### src/rtl/sign_extender_pkg.sv
// Shared constants for immediate generation: format encodings and field positions/widths.
package sign_extender_pkg;

    typedef enum logic [1:0] {
        CTRL_I  = 2'b00,
        CTRL_D  = 2'b01,
        CTRL_B  = 2'b10,
        CTRL_CB = 2'b11
    } ctrl_e;

    localparam int unsigned IMM_IN_W = 26;
    localparam int unsigned IMM_W    = 64;

    localparam int unsigned I_MSB  = 21;
    localparam int unsigned I_LSB  = 10;
    localparam int unsigned D_MSB  = 20;
    localparam int unsigned D_LSB  = 12;
    localparam int unsigned B_MSB  = 25;
    localparam int unsigned B_LSB  = 0;
    localparam int unsigned CB_MSB = 23;
    localparam int unsigned CB_LSB = 5;

    localparam int unsigned I_W  = 12;
    localparam int unsigned D_W  = 9;
    localparam int unsigned B_W  = 26;
    localparam int unsigned CB_W = 19;

endpackage

### src/rtl/sign_extender_core.sv
// Combinational mapping of the 26-bit instruction immediate field to a 64-bit immediate.
module sign_extender_core
    import sign_extender_pkg::*;
(
    input  logic [IMM_IN_W-1:0] Imm26,
    input  logic [1:0]          Ctrl,
    output logic [IMM_W-1:0]    BusImm
);

    always_comb begin
        BusImm = '0;
        case (ctrl_e'(Ctrl))
            CTRL_I:  BusImm = {{(IMM_W-I_W){1'b0}}, Imm26[I_MSB:I_LSB]};
            CTRL_D:  BusImm = {{(IMM_W-D_W){Imm26[D_MSB]}}, Imm26[D_MSB:D_LSB]};
            CTRL_B:  BusImm = {{(IMM_W-B_W){Imm26[B_MSB]}}, Imm26[B_MSB:B_LSB]};
            CTRL_CB: BusImm = {{(IMM_W-CB_W){Imm26[CB_MSB]}}, Imm26[CB_MSB:CB_LSB]};
            default: BusImm = '0;
        endcase
    end

endmodule

### src/rtl/sign_extender.sv
// Immediate generator: combinational result plus an enable-gated registered copy with valid flag.
module sign_extender
    import sign_extender_pkg::*;
(
    input  logic                Clk,
    input  logic                Reset_n,
    input  logic [IMM_IN_W-1:0] Imm26,
    input  logic [1:0]          Ctrl,
    input  logic                En,
    output logic [IMM_W-1:0]    BusImm,
    output logic [IMM_W-1:0]    BusImmReg,
    output logic                ImmValid
);

    sign_extender_core u_core (
        .Imm26  (Imm26),
        .Ctrl   (Ctrl),
        .BusImm (BusImm)
    );

    // Pipeline copy; ImmValid marks a capture since the last reset.
    always_ff @(posedge Clk or negedge Reset_n) begin
        if (!Reset_n) begin
            BusImmReg <= '0;
            ImmValid  <= 1'b0;
        end else if (En) begin
            BusImmReg <= BusImm;
            ImmValid  <= 1'b1;
        end
    end

endmodule

### config.mk
export PLATFORM = sky130hd
export DESIGN_NAME = sign_extender
export DESIGN_NICKNAME = d
export VERILOG_FILES = /design/src/rtl/sign_extender_pkg.sv /design/src/rtl/sign_extender_core.sv /design/src/rtl/sign_extender.sv
export SDC_FILE = /design/constraint.sdc
export NUM_CORES = 1
export LEC_CHECK = 0
export CORE_MARGIN = 3
export CORE_UTILIZATION = 38
export DETAILED_ROUTE_END_ITERATION = 7
export GPL_ROUTABILITY_DRIVEN = 0
export MAX_ROUTING_LAYER = met4
export PLACE_DENSITY = 0.86
export SETUP_SLACK_MARGIN = 0.1
export SYNTH_ARGS = -nofsm -noshare
export SYNTH_HDL_FRONTEND = slang
export SYNTH_SLANG_ARGS = --single-unit
### constraint.sdc
create_clock -name Clk -period 2.8 [get_ports Clk]
set_clock_uncertainty 0.05 [all_clocks]
set_input_delay 0.28 -clock Clk [delete_from_list [all_inputs] [get_ports Clk]]
set_output_delay 0.28 -clock Clk [all_outputs]
set_load 0.05 [all_outputs]
Yosys cells after proc, flatten, opt, wreduce, memory -nomap -nowiden
Index checks and enable logic that the tools add are counted.
{"block": "totals", "ff_bits": 65, "input_bits": 31, "out_inout_bits": 129, "wordCells": 7}
{"block": "op_classes", "n_eq_ne": 3, "mux": 1, "reduce_logical": 1}
{"op": "$pmux W64 S4", "n": 1}
{"op": "$eq A2 B2 Y1 const B", "n": 2}
{"op": "$eq A2 B1 Y1 const B", "n": 1}
{"op": "$logic_not A2 Y1", "n": 1}

Longest topological paths before layout
Gate-level depths: netlist of run 1.
{"block": "logic_depth", "ltp_word": 2, "mapped_depth": 6}

Modules after synthesis
From an unflattened synthesis of run 1, not the netlist that was laid out.
{"block": "hier_totals", "hier_cells": 223, "hier_area_um2": 3448.3}
{"mod": "sign_extender", "instances": 1, "cells_each": 137, "area_per_inst_um2": 2610.0, "seq_area_each_um2": 1626.6}
{"mod": "sign_extender_core", "instances": 1, "cells_each": 86, "area_per_inst_um2": 838.3, "seq_area_each_um2": 0.0}

Least setup slack after synthesis of run 1
Ideal clock, no wire load.
{"block": "synth_path", "path_kind": "input to output", "from": "in Ctrl[1]", "to": "out BusImm[26]", "t_arrival_ps": 2114, "required_ps": 2470, "setup_slack_ps": 356, "stages": 6, "path_buffers": 3, "cell_sequence": "buf_6 and2_1 o21ai_2 buf_6 nand2_1 buf_4"}
{"block": "synth_via", "elab_chain_len": 2, "word_cells_on_any_way": 5}
{"element": "from (decl)", "line": "sign_extender.sv:8", "source": "input logic [1:0] Ctrl,"}
{"element": "$eq A2 B2 Y1 (tied with other cells)", "line": "sign_extender_core.sv:12", "source": "case (ctrl_e'(Ctrl))"}
{"element": "$pmux W64 S4 (*)", "line": "sign_extender_core.sv:12"}
{"element": "to (decl)", "line": "sign_extender.sv:10", "source": "output logic [IMM_W-1:0] BusImm,"}
Every way passes the cells marked *; elsewhere a longest branch is shown, timed or not.

Worst setup path after layout of run 1
{"block": "layout_path", "from": "in Ctrl[1]", "to": "out BusImm[33]"}
The elaborated chain is that of the path after synthesis.

==> results of run 1 <==
==> metal layers <==
metal | share of wire (%) | vias up | routed length [um]
li1 | - | 1007 | -
met1 | 38 | 1019 | 2710
met2 | 54 | 122 | 3870
met3 | 6.9 | 10 | 498
met4 | 1.4 | 0 | 102
met5 | 0 | - | 0
==> power groups by stage <==
stage	clock [mW]	combinational, mW	sequential (mW)
after floorplan	0	0.826	0.634
after global placement	0	1.47	0.465
after detailed placement	0	1.49	0.467
after CTS	0.229	1.49	0.460
after global routing	0.242	1.53	0.466
final	0.230	1.48	0.461
==> flip-flops by register name, indices dropped and copies added (netlist names) <==
name and cells:
BusImmReg 26, ImmValid 1
==> cells in the mapped netlist, types with 5 or more instances <==
library cell / n / area (um^2)
o32ai_1: 9 / 78.8
and2_1: 8 / 50.1
a211oi_1: 5 / 37.5
a21oi_1: 12 / 60.1
or2_2: 5 / 31.3
a31oi_1: 14 / 87.6
buf_2: 6 / 30.0
buf_4: 76 / 571
nor2b_1: 9 / 56.3
nand2_1: 25 / 93.8
dfrtp_1: 27 / 676
o21ai_0: 15 / 75.1
buf_6: 6 / 67.6
nor2_1: 24 / 90.1
==> cell type report <==
class / instances / share of cell area [%]
Tap cell: 72 / 2.28
Multi-Input combinational cell: 149 / 23.3
Timing Repair Buffer: 171 / 56.2
Clock buffer: 4 / 1.14
Sequential cell: 27 / 17.1
==> cell families (layout without fill, tap and decap cells) <==
family | count (synthesis) | count (layout) | share of synthesized area (%)
AND/OR/NAND/NOR | 79 | 79 | 16.9
flip-flops | 27 | 27 | 29.5
AO/OA/AOI/OAI | 60 | 60 | 16.5
multiplexers | 10 | 10 | 7.00
buffers and inverters | 93 | 175 | 30.1
==> path summary, 6_finish.rpt <==
path	startpoint	cells after the start	slack, ns	to
worst min register to register	ImmValid	1	0.43	ImmValid
min in group Clk	ImmValid	1	0.43	ImmValid
max in group asynchronous	Reset_n	2	2.10	ImmValid
worst min-delay path	Reset_n	2	0.33	BusImmReg[4]
worst max-delay path	Ctrl[1]	7	0.29	BusImm[33]
worst max register to register	BusImmReg[10]	1	1.99	BusImmReg[10]
==> through the flow <==
stage	utilization (%)	instance area (um^2)	power, mW	setup slack (ns)
detailed placement	68.9	3910	1.95	0.293
finish	69.7	3960	2.17	0.295
global route	69.7	3960	2.23	0.184
global placement	68.9	3910	1.94	0.371
floorplan	-	2290	1.46	0.356
CTS	69.7	3960	2.18	0.298
==> critical path: stages <==
cell,delay (ns)
clkdlybuf4s50_1,0.61
buf_4,0.25
nor2b_4,0.18
o21ai_2,0.09
nand2_1,0.13
buf_12,0.41
buf_12,0.20
==> placed cells by master (no fill, tap or decap), types with 3 or more instances in the layout <==
cell,instances
or2_2,5
mux2_2,4
clkbuf_8,3
clkdlybuf4s50_1,95
o21ai_0,15
nor2_1,24
buf_4,20
and2_1,8
and2_0,4
a211oi_1,5
a21oi_1,12
buf_12,56
a31oi_1,14
o32ai_1,9
dfrtp_1,27
mux4_2,4
nor2b_1,9
nand2_1,25
==> qor.txt, run 1 <==
Final period utilization = 89.5%
Fin crit period = 2.51 ns
Flop and latch count out of synthesis = 27
Port bufs = 159
Worst VDD drop = 0.262 mV
Max Cap Viol = 0
Met1 Use GR = 23.5%
Hold Path Class = in2async
Internal = 1.09 mW
Nets = 383
Fmax = 0.399 GHz
P_sw = 1.08 mW
Top FF cell, synth = dfrtp_1
Clock Sinks = 27
Critical Path Sink Type = output port
Largest net degree at the start of global routing = 40
Status = complete, no violations
Ys Warns = 0
Final-report hold violation count = 0
Sequential cell area fraction in the yosys report = 29.5%
Die area = 6990 um^2
Post-Syn Area = 2290 um^2
Post-Layout Cell Count = 423
Syn Nets = 300
First-pass GRT wire length = 11.4 mm
Vias post-DR = 2158
Area grow syn2layout = 73.0%
Kind of critical path = in2out
# diodes = 0
Leakage = 1.65 nW
GRT overflow = 0
Synth Instances = 269
Asr flop ratio synth = 100%
Initial antenna violation count = 0
Combinational power share = 68.2%
CP max FO = 39
Vias per cell = 5.10
CTS clock-pin slew for the worst setup and hold paths = 0.10 ns
EDFF count, synth = 0
Hold_ws = 0.326 ns
Filler Cell Count = 409
Post-CTS Setup Inserts = 0
Height of the die = 83.6 um
Setup TNS = 0 ns
Syn Area/Cell = 8.50 um^2
Core footprint = 5680 um^2
Initial Util = 40.3%
Final WL = 7.18 mm
CTS root buf = clkbuf_8
Pins Over Slew Limit = 0
Placed Cells incl. Taps = 419
Clock Path Buffers = 2
Clk_lat worst skew = 0.27 ns
Count of different cell masters after synthesis = 27
H-tree level count = 1
Clock power frac = 10.6%
Wire length per cell = 17.0 um
Post-CTS resize count = 0
Remaining antenna violation count = 0
Sequential Power Share = 21.2%
Register area = 676 um^2
Die Span X = 83.6 um
CTS tree = done
M3 GR Usage = 2.57%
Worst Setup Start Kind = input port
Multi-input gate area = 923 um^2
Rel. slew slack = 64.1%
DRC viols = 0
GR Util met2 = 37.5%
P per Cell Area = 548 nW/um^2
Unrepaired setup endpoints after global routing = no
Vias in the first global route = 2085
Worst Path Required = 2.47 ns
Switch share = 49.8%
Detailed placement HPWL = 5.70 mm
Hold_buf cts = 0
Rows = 27
I/O pin count = 160
First-pass iteration count of the detailed router = 4
Final setup fails = 0
GRT Util Overall = 20.2%
TritonCTS buffer count = 3
First DRT Iteration DRCs = 135
Worst Path Arrival = 2.18 ns
Layout cell share with drive strength beyond 1 = 27.4%
Worst slew pin tran = 0.537 ns
Global route hottest layer = met2
(Power assumes the default switching activity.)
==> inputs of run 2 (changes only) <==
Settings changed: TNS_END_PERCENT set to 5.
==> results of run 2 <==
Final layout, timing and power as in run 1 (identical DEF).
